### config.mk
export PLATFORM = sky130hd
export DESIGN_NAME = approx_mul_ha_pipe_flat
export DESIGN_NICKNAME = d
export VERILOG_FILES = /design/src/rtl/approx_mul_ha_pipe_if.sv /design/src/rtl/approx_mul_ha_pipe.sv /design/src/flat_wrapper.sv
export SDC_FILE = /design/constraint.sdc
export NUM_CORES = 1
export LEC_CHECK = 0
export ABC_AREA = 1
export CAP_MARGIN = 20
export CELL_PAD_IN_SITES_DETAIL_PLACEMENT = 0
export CELL_PAD_IN_SITES_GLOBAL_PLACEMENT = 1
export CORE_MARGIN = 1
export CORE_UTILIZATION = 45
export DETAILED_ROUTE_END_ITERATION = 6
export PLACE_DENSITY = 0.82
export SLEW_MARGIN = 20
export SYNTH_ARGS = -nofsm -noshare
export SYNTH_HDL_FRONTEND = slang
export SYNTH_SLANG_ARGS = --single-unit
### constraint.sdc
create_clock -name clk -period 6.3 [get_ports clk]
set_input_delay 0.63 -clock clk [delete_from_list [all_inputs] [get_ports clk]]
set_output_delay 0.63 -clock clk [all_outputs]
set_load 0.02 [all_outputs]
### src/rtl/approx_mul_ha_pipe_if.sv
// ----------------------------------------------------------------------------
// approx_mul_ha_pipe_if
// Streaming bundle for the approximate half-adder-array multiplier.
//   in_valid / in_ready : operand beat handshake (x, y, mode travel with it)
//   out_valid / out_ready : product handshake (p, p_mode travel with it)
// Modports:
//   master : operand source / product sink side
//   slave  : the multiplier itself
// ----------------------------------------------------------------------------
interface approx_mul_ha_pipe_if #(
    parameter int WIDTH = 8
);
    logic                 in_valid;
    logic                 in_ready;
    logic [WIDTH-1:0]     x;
    logic [WIDTH-1:0]     y;
    logic                 mode;
    logic                 out_valid;
    logic                 out_ready;
    logic [2*WIDTH-1:0]   p;
    logic                 p_mode;

    modport master (
        output in_valid, x, y, mode, out_ready,
        input  in_ready, out_valid, p, p_mode
    );

    modport slave (
        input  in_valid, x, y, mode, out_ready,
        output in_ready, out_valid, p, p_mode
    );
endinterface

### src/rtl/approx_mul_ha_pipe.sv
// ----------------------------------------------------------------------------
// approx_mul_ha_pipe
// Three-stage elastic unsigned WIDTH x WIDTH multiplier built from WIDTH/2
// half-adder row pairs. Columns below APPROX_COLS may use an OR-sum with the
// carry dropped (mode = 1), which never overestimates the exact product.
//
// Ports:
//   clk     : clock, rising edge
//   rst     : synchronous reset, active-high
//   bus     : approx_mul_ha_pipe_if.slave (in_valid/in_ready/x/y/mode,
//             out_valid/out_ready/p/p_mode)
//   err_cnt : [CNT_W-1:0] saturating count of accepted products that differ
//             from the exact product (only with APPROX_MUL_ERR_CNT_EN)
//
// Optional feature macro: APPROX_MUL_ERR_CNT_EN
// ----------------------------------------------------------------------------
module approx_mul_ha_pipe #(
    parameter int WIDTH       = 8,
    parameter int APPROX_COLS = 3,
    parameter int CNT_W       = 16
) (
    input  logic                clk,
    input  logic                rst,
    approx_mul_ha_pipe_if.slave bus
`ifdef APPROX_MUL_ERR_CNT_EN
    ,
    output logic [CNT_W-1:0]    err_cnt
`endif
);
    localparam int PAIRS = WIDTH / 2;
    localparam int PW    = 2 * WIDTH;

    if ((WIDTH < 4) || ((WIDTH % 2) != 0) || (CNT_W < 1) || (APPROX_COLS < 0)) begin : g_param_check
        $error("approx_mul_ha_pipe: WIDTH must be even and >= 4, CNT_W >= 1, APPROX_COLS >= 0");
    end

    // One half-adder cell: returns {carry, sum}. In approximate columns the
    // sum becomes a|b and the carry is discarded.
    function automatic logic [1:0] ha_cell(input logic a, input logic b, input logic approx);
        if (approx) begin
            return {1'b0, a | b};
        end
        return {a & b, a ^ b};
    endfunction

    // Control
    logic ld_p1, ld_p2, ld_p3;
    logic vld_p1_q, vld_p2_q, vld_p3_q;

    // Data
    logic [WIDTH-1:0]              x_p1_q, y_p1_q;
    logic                          mode_p1_q;
    logic [PAIRS-1:0][WIDTH-1:0]   t_d, cy_d;
    logic [PAIRS-1:0]              top_d;
    logic [PAIRS-1:0][WIDTH-1:0]   t_p2_q, cy_p2_q;
    logic [PAIRS-1:0]              top_p2_q;
    logic                          mode_p2_q;
    logic [PW-1:0]                 p_d;
    logic [PW-1:0]                 p_q;
    logic                          p_mode_q;

    // A stage loads when empty or when the stage after it moves this cycle.
    // in_ready never looks at in_valid.
    assign ld_p3 = !vld_p3_q || bus.out_ready;
    assign ld_p2 = !vld_p2_q || ld_p3;
    assign ld_p1 = !vld_p1_q || ld_p2;

    assign bus.in_ready  = ld_p1;
    assign bus.out_valid = vld_p3_q;
    assign bus.p         = p_q;
    assign bus.p_mode    = p_mode_q;

    // ---- S1 -> S2 boundary: half-adder rows from registered operands ----
    always_comb begin
        t_d   = '0;
        cy_d  = '0;
        top_d = '0;
        for (int k = 0; k < PAIRS; k++) begin
            t_d[k][0] = y_p1_q[0] & x_p1_q[2*k];
            for (int c = 1; c < WIDTH; c++) begin
                {cy_d[k][c], t_d[k][c]} = ha_cell(y_p1_q[c]   & x_p1_q[2*k],
                                                  y_p1_q[c-1] & x_p1_q[2*k+1],
                                                  mode_p1_q && ((2*k + c) < APPROX_COLS));
            end
            top_d[k] = y_p1_q[WIDTH-1] & x_p1_q[2*k+1];
        end
    end

    // ---- S2 -> S3 boundary: exact reduction of all row terms ----
    always_comb begin
        p_d = '0;
        for (int k = 0; k < PAIRS; k++) begin
            p_d = p_d + (PW'(t_p2_q[k])   << (2*k))
                      + (PW'(cy_p2_q[k])  << (2*k + 1))
                      + (PW'(top_p2_q[k]) << (2*k + WIDTH));
        end
    end

    always_ff @(posedge clk) begin
        if (rst) begin
            vld_p1_q <= 1'b0;
            vld_p2_q <= 1'b0;
            vld_p3_q <= 1'b0;
            p_q      <= '0;
            p_mode_q <= 1'b0;
        end else begin
            if (ld_p1) vld_p1_q <= bus.in_valid;
            if (ld_p2) vld_p2_q <= vld_p1_q;
            if (ld_p3) vld_p3_q <= vld_p2_q;
            if (ld_p3 && vld_p2_q) begin
                p_q      <= p_d;
                p_mode_q <= mode_p2_q;
            end
        end
    end

    always_ff @(posedge clk) begin
        if (ld_p1) begin
            x_p1_q    <= bus.x;
            y_p1_q    <= bus.y;
            mode_p1_q <= bus.mode;
        end
        if (ld_p2) begin
            t_p2_q    <= t_d;
            cy_p2_q   <= cy_d;
            top_p2_q  <= top_d;
            mode_p2_q <= mode_p1_q;
        end
    end

`ifdef APPROX_MUL_ERR_CNT_EN
    // Exact shadow product travels beside the row terms for comparison.
    logic [PW-1:0]    exact_p2_q, exact_p3_q;
    logic [CNT_W-1:0] err_cnt_q;

    always_ff @(posedge clk) begin
        if (ld_p2) exact_p2_q <= PW'(x_p1_q) * PW'(y_p1_q);
        if (ld_p3 && vld_p2_q) exact_p3_q <= exact_p2_q;
    end

    always_ff @(posedge clk) begin
        if (rst) begin
            err_cnt_q <= '0;
        end else if (vld_p3_q && bus.out_ready && (p_q != exact_p3_q) && (err_cnt_q != '1)) begin
            err_cnt_q <= err_cnt_q + 1'b1;
        end
    end

    assign err_cnt = err_cnt_q;
`endif

endmodule

### src/flat_wrapper.sv
// flat-port wrapper written by rule: the top's interface ports become plain ports
module approx_mul_ha_pipe_flat 
#(
    parameter int WIDTH       = 8,
    parameter int APPROX_COLS = 3,
    parameter int CNT_W       = 16
)
  (clk, rst, bus_in_valid, bus_x, bus_y, bus_mode, bus_out_ready, bus_in_ready, bus_out_valid, bus_p, bus_p_mode);
  approx_mul_ha_pipe_if #(.WIDTH(WIDTH)) bus_i ();
  input  logic clk;
  input  logic rst;
  input wire logic [$bits(bus_i.in_valid)-1:0] bus_in_valid;
  input wire logic [$bits(bus_i.x)-1:0] bus_x;
  input wire logic [$bits(bus_i.y)-1:0] bus_y;
  input wire logic [$bits(bus_i.mode)-1:0] bus_mode;
  input wire logic [$bits(bus_i.out_ready)-1:0] bus_out_ready;
  output wire logic [$bits(bus_i.in_ready)-1:0] bus_in_ready;
  output wire logic [$bits(bus_i.out_valid)-1:0] bus_out_valid;
  output wire logic [$bits(bus_i.p)-1:0] bus_p;
  output wire logic [$bits(bus_i.p_mode)-1:0] bus_p_mode;
  assign bus_i.in_valid = bus_in_valid;
  assign bus_i.x = bus_x;
  assign bus_i.y = bus_y;
  assign bus_i.mode = bus_mode;
  assign bus_i.out_ready = bus_out_ready;
  assign bus_in_ready = bus_i.in_ready;
  assign bus_out_valid = bus_i.out_valid;
  assign bus_p = bus_i.p;
  assign bus_p_mode = bus_i.p_mode;
  approx_mul_ha_pipe #(.WIDTH(WIDTH), .APPROX_COLS(APPROX_COLS), .CNT_W(CNT_W)) u_core (.clk(clk), .rst(rst), .bus(bus_i));
endmodule
==> results.toml, run 1 <==
[outcome]
run_status = "completed"

[sta]
fmax_mhz = 210
skew_ns = 0.00766
period_share_pct = 75.7
worst_slack_ns = 1.53
tightest_slew_ns = 0.853
drv_slew = 0
setup_viol = 0
slew_headroom_pct = 43.0
rsz0062_at_grt = "false"
min_period_ns = 4.77
setup_tns_ns = 0
finalHoldViolations = 0

[clocking]
cts_buffer_depth = 2
htree_num_levels = 3
cts_root_buf = "clkbuf_16"
cts_resized = 0
cts_buffers = 9
cts_tree = "built"
path_clk_slew_ns = 0.07
cts_hold_buffers = 0
clkLatencyLatePin_ns = 0.35
cts.sinks = 102
cts_setup_buffers = 0

[floorplanning]
core-area_um2 = 12700
std_cell_rows = 41
die_w_um = 116
start_util_pct = 46.4
dieHeight_um = 116
fp.dieArea_um2 = 13500
ios = 40

[drt]
drc_errors = 0
initialDrtViolationCount = 184
wl_per_cell_um = 12.7
ant_nets = 0
vias = 3574
routed_wl_um = 9840
first_pass_iters = 4
vias_per_cell = 4.62

[synth]
syn_inst = 566
seq_area_frac_synth_pct = 48.7
synth.ff_latch_count = 102
syn_area_per_cell_um2 = 10.4
synth_adder_area_share_pct = 25.4
synth_mux_area_share_pct = 0
synth_top_family_by_area = "adder cells"
netlist_area_um2 = 5880
synthXorXnorAreaFrac_pct = 1.19
yosysUniqueCellTypes = 27
synth_fp_nets = 686
yosysWarnings = 0
synth-compound-area-share_pct = 2.96
yosys.area_share.simple_pct = 11.6

[global_route]
antenna_found_initial = 0
grt_max_degree = 67
grt_pass1_vias = 3495
grt_pass1_wl_um = 16500
grt-ovfl-total = 0
grt_usage_pct = 16.6

[layout]
drive_above_1_share_pct = 3.99
ff_latch_area_um2 = 2860
n_antenna_cell = 0
nets = 716
final_util_pct = 52.9
multi_input_area_um2 = 2420
area_delta_synth_final_pct = 14.1
fillers = 1139

[critical_path]
cp_max_fo = 4
start_kind = "register"
path_buf_inv = 3
cpMostUsedCell = "nand2_1"
crit_path_top_delay_cell = "fa_1"
cp.required_ns = 6.55
cp_cell_sequence = "ha_1 > fa_1 > nand3_1 > nand2_1 > nand2_1 > nand2_1 > nand2_1 > nand2_1 > xor2_1 > fa_1 > inv_1 > fa_1 > fa_1 > fa_1 > inv_1 > ha_1 > a21oi_1 > nand2_1 > nand3_1 > nand2_1 > nand2_1 > nand3_1 > nand2_1 > inv_1"
critPathMaxStageDelay_ns = 0.56
crit_path_end_kind = "register"
cp.arrival_ns = 5.01
crit_type = "reg2reg"
path_delay_family = "adder cells"

[power_and_ir_drop]
clockPowerShare_pct = 28.6
power_density_nw_per_um2 = 295
ir_drop_uv = 219
combinationalPowerShare_pct = 30.5
netSwitchingPower_uw = 632
p_seq_share_pct = 40.9
p_int_uw = 1340
leakage_uw = 0.00348
swShare_pct = 32.0

[hold_path]
hp-class = "reg2reg"

[place]
io_buffer_count = 39
place_congestion = 0.772
hpwl_um = 7290
place_ws_ns = 1.55

[flow_run]
cap_violations = 0
## registers in the layout, summed over array words and instances, names as in the netlist
signal,flops
u_core.mode_p1_q,1
u_core.y_p1_q,8
u_core.vld_p2_q,1
u_core.bus.p_mode,1
u_core.cy_p2_q,28
u_core.vld_p1_q,1
u_core.mode_p2_q,1
u_core.bus.p,16
u_core.top_p2_q,4
u_core.bus.out_valid,1
u_core.t_p2_q,32
u_core.x_p1_q,8
## metrics by stage
stage | cell area (µm²) | std cells | total power [µW] | hold slack (ns)
floorplan | 5880 | 566 | 1280 | 0.430
global placement | 6400 | 757 | 1410 | 0.436
detailed placement | 6400 | 757 | 1430 | 0.444
CTS | 6710 | 773 | 2000 | 0.457
global route | 6710 | 773 | 2120 | 0.481
finish | 6710 | 773 | 1980 | 0.460
## cell usage in the layout, fill, tap and decap left out, types with 4 or more instances in the layout
cell type | synthesis | layout
fa_1 | 34 | 34
inv_1 | 132 | 131
nand2_1 | 127 | 127
xor2_1 | 4 | 4
dfxtp_1 | 20 | 20
nand3_1 | 16 | 16
clkbuf_16 | 0 | 9
o21ai_0 | 5 | 5
nor2_1 | 23 | 23
clkdlybuf4s50_1 | 0 | 39
a21oi_1 | 19 | 19
edfxtp_1 | 82 | 82
xnor2_1 | 4 | 4
ha_1 | 65 | 65
## power groups by stage
stage | logic (µW) | registers, µW | clock network, µW
after floorplan | 465 | 815 | 0
after global placement | 591 | 823 | 0
after detailed placement | 603 | 825 | 0
after CTS | 614 | 810 | 579
after global routing | 696 | 815 | 612
final | 602 | 809 | 564
## per-layer routing
metal,vias up,wire (µm),global-route usage [%]
met3,9,515,3.89
li1,1822,-,-
met2,79,4690,27.0
met4,0,158,5.64
met1,1664,4480,21.8
met5,-,0,0
## final timing paths
| kind | start | to | slack [ns] | depth (start not counted) |
|---|---|---|---|---|
| worst max-delay path | u_core.cy_p2_q[1] | u_core.bus.p[12] | 1.53 | 24 |
| worst min register to register | u_core.vld_p1_q | u_core.vld_p2_q | 0.46 | 2 |
| worst max register to register | u_core.cy_p2_q[1] | u_core.bus.p[12] | 1.53 | 24 |
| worst min-delay path | u_core.vld_p1_q | u_core.vld_p2_q | 0.46 | 2 |
## logic make-up after synthesis
group,count (synthesis)
DFF,102
xor gates and xnor gates,8
buffers and inverters,154
AOI/OAI and AO/OA,31
and+or+nand+nor,172
adders and majority gates,99
## worst register-to-register path: cells and delay by family, from the launching register on
| family | cells | cell delay (ns) |
|---|---|---|
| adders and majority gates | 7 | 2.98 |
| and+or+nand+nor | 12 | 0.88 |
| DFF | 1 | 0.37 |
| AOI/OAI and AO/OA | 1 | 0.16 |
| xor gates and xnor gates | 1 | 0.15 |
| buffers and inverters | 3 | 0.13 |
## cells in the mapped netlist
library cell / count / area [µm²]
a211oi_1: 1 / 7.51
buf_6: 1 / 11.3
a21o_2: 1 / 8.76
nand2_2: 2 / 12.5
nand3_1: 16 / 80.1
nand2_1: 127 / 477
nor2_2: 1 / 6.26
a21boi_0: 1 / 7.51
o21a_1: 1 / 7.51
clkbuf_1: 16 / 60.1
ha_1: 65 / 813
nand3_2: 1 / 10.0
a21oi_1: 19 / 95.1
xnor2_1: 4 / 35.0
a21oi_2: 1 / 8.76
edfxtp_1: 82 / 2460
a21o_1: 1 / 7.51
inv_1: 132 / 495
fa_1: 34 / 681
nand4_1: 2 / 12.5
nor2_1: 23 / 86.3
buf_2: 4 / 20.0
a31oi_1: 1 / 6.26
inv_2: 1 / 3.75
o21ai_0: 5 / 25.0
xor2_1: 4 / 35.0
dfxtp_1: 20 / 400
## area by class of cell
cell class,count,area share [%]
clock buffers,9,3.36
clock inverters,7,1.25
inverters,133,7.44
multi-input cells,310,36.1
flip-flops and latches,102,42.7
well taps,172,3.21
repair buffers,40,5.93
Power figures use the tool's default switching activity.
==> inputs of run 2 (changes only) <==
--- a/config.mk
+++ b/config.mk
@@ -10,7 +10,7 @@
 export CELL_PAD_IN_SITES_DETAIL_PLACEMENT = 0
 export CELL_PAD_IN_SITES_GLOBAL_PLACEMENT = 1
 export CORE_MARGIN = 1
-export CORE_UTILIZATION = 45
+export CORE_UTILIZATION = 43
 export DETAILED_ROUTE_END_ITERATION = 6
 export PLACE_DENSITY = 0.82
 export SLEW_MARGIN = 20
==> constraint.sdc (replaced) <==
create_clock -name clk -period 3.9 [get_ports clk]
set_input_delay 0.39 -clock clk [delete_from_list [all_inputs] [get_ports clk]]
set_output_delay 0.39 -clock clk [all_outputs]
set_load 0.02 [all_outputs]
==> run 2 against run 1 <==
Net effect:
- the flow now finishes with violations (negative setup slack)
- clock power is 74% higher
- sequential share of layout area is 2.5 points lower
- utilization is 0.71 points higher
- first-iteration DRC count is 11% lower
- critical path type unchanged
- largest cell class unchanged
- highest routed layer unchanged
==> results.toml, run 2 (synthesis gave the netlist of run 1 again) <==
[layout]
regMostFlops = "u_core.t_p2_q"
n_antenna_cell = 0
fillers = 1164
drive_above_1_share_pct = 13.8
final_cells = 797
largest_reg_flops = 32
nets = 736
mostFrequentLayoutCell = "inv_1"
area_delta_synth_final_pct = 21.4
most-common-layout-cells = "inv_1, nand2_1, edfxtp_1"
multi_input_area_um2 = 2680
ff_latch_area_um2 = 2860

[global_route]
grt_pass1_wl_um = 18200
antenna_found_initial = 0
grt_max_degree = 27
grt-ovfl-total = 0
grt_pass1_vias = 3773
grt_usage_pct = 16.7

[sta]
slew_headroom_pct = 52.9
finalHoldViolations = 0
drv_slew = 0
min_period_ns = 4.33
skew_ns = 0.00463
setup_tns_ns = -2.77
fin_hold_ws_ns = 0.458
worst_slack_ns = -0.428
period_share_pct = 111
tightest_slew_ns = 0.705
fmax_mhz = 231
rsz0062_at_grt = "true"
setup_viol = 9

[drt]
ant_nets = 0
drc_errors = 0
vias_per_cell = 4.61
wl_per_cell_um = 13.1
first_pass_iters = 4
vias = 3671
routed_wl_um = 10500
initialDrtViolationCount = 163

[clocking]
cts.sinks = 102
cts_buffer_depth = 2
cts_buffers = 9
cts_root_buf = "clkbuf_16"
cts_hold_buffers = 0
clkLatencyLatePin_ns = 0.35
cts_tree = "built"
path_clk_slew_ns = 0.07
htree_num_levels = 3

[critical_path]
cp_max_fo = 4
crit_path_top_delay_cell = "fa_1"
cpMostUsedCell = "fa_1"
critPathMaxStageDelay_ns = 0.58
start_kind = "register"
cp.arrival_ns = 4.58
cp.required_ns = 4.15
crit_path_end_kind = "register"
crit_type = "reg2reg"
cp_cell_sequence = "ha_2 > buf_4 > buf_4 > nand4_1 > nand3_2 > nand2_1 > a21boi_2 > fa_1 > inv_1 > fa_1 > fa_2 > fa_1 > inv_2 > ha_4 > nand2_4 > nor2_1 > nand3_1 > nand4_1 > nand3_1 > nand2_1 > inv_1"

[power_and_ir_drop]
leakage_uw = 0.00359
ir_drop_uv = 236
power_density_nw_per_um2 = 525
total_power_uw = 3750

[place]
io_buffer_count = 39
dp_cells = 780
place_congestion = 0.788
hpwl_um = 7620
place_ws_ns = -0.521

[flow_run]
cap_violations = 0

[floorplanning]
fp.dieArea_um2 = 14100
std_cell_rows = 42
ios = 40
start_util_pct = 44.2
dieHeight_um = 119
core-area_um2 = 13300
die_w_um = 119

[hold_path]
hp-class = "reg2reg"

[outcome]
violations = "negative setup slack"
run_status = "finished, violations left"
-- run 2: changes by cell type in the layout (fill, tap and decap cells not counted), sizes merged --
cell,delta
buf,+20
bufinv,+1
clkbuf,+1
clkinv,-3
inv,+1
-- run 2: layout make-up --
class | instances | share of cell area, %
Sequential cell | 102 | 40.1
Multi-Input combinational cell | 310 | 37.5
Timing Repair Buffer | 60 | 7.74
Inverter | 133 | 7.00
Clock buffer | 10 | 3.21
Tap cell | 176 | 3.09
Clock inverter | 6 | 1.30
-- run 2: routing by layer --
layer  part of all wire (%)  track usage [%]  wire length [µm]
met4                    2.5             8.07               257
met2                     48             27.2              5020
met3                    3.5             3.11               362
met1                     46             21.6              4810
met5                      0                0                 0
-- run 2: through the flow --
stage | utilization (%) | cell area [µm²]
after floorplan | - | 5970
after detailed placement | 49.9 | 6640
final | 53.6 | 7130
after global routing | 53.6 | 7130
after global placement | 49.9 | 6640
after CTS | 53.5 | 7110
-- run 2: path summary, 6_finish.rpt --
check	endpoint	cells after the start	start	slack, ns
hold / removal	u_core.vld_p2_q	2	u_core.vld_p1_q	0.46
setup reg to reg	u_core.bus.p[15]	21	u_core.cy_p2_q[1]	-0.43
setup / recovery	u_core.bus.p[15]	21	u_core.cy_p2_q[1]	-0.43
hold reg to reg	u_core.vld_p2_q	2	u_core.vld_p1_q	0.46
-- run 2: worst max-delay path, delay by kind of cell (launching register included) --
| family | cells | cell delay, ns |
|---|---|---|
| adder cells (fa/ha/maj) | 6 | 2.55 |
| AND/OR/NAND/NOR | 9 | 0.84 |
| buffers and inverters | 5 | 0.39 |
| flip-flops | 1 | 0.38 |
| AO/OA/AOI/OAI | 1 | 0.06 |
-- run 2: report_power, final --
group / leakage, µW / internal (µW) / switching, µW
logic: 0.00234 / 722 / 735
clock network: 0.000155 / 569 / 411
registers: 0.00110 / 1250 / 58.6
-- run 2: timing repair --
item,4_1_cts,5_1_grt
buffers inserted,1,0
gates resized for setup,21,7
endpoints found under the setup margin,9,9
pin swaps,8,8
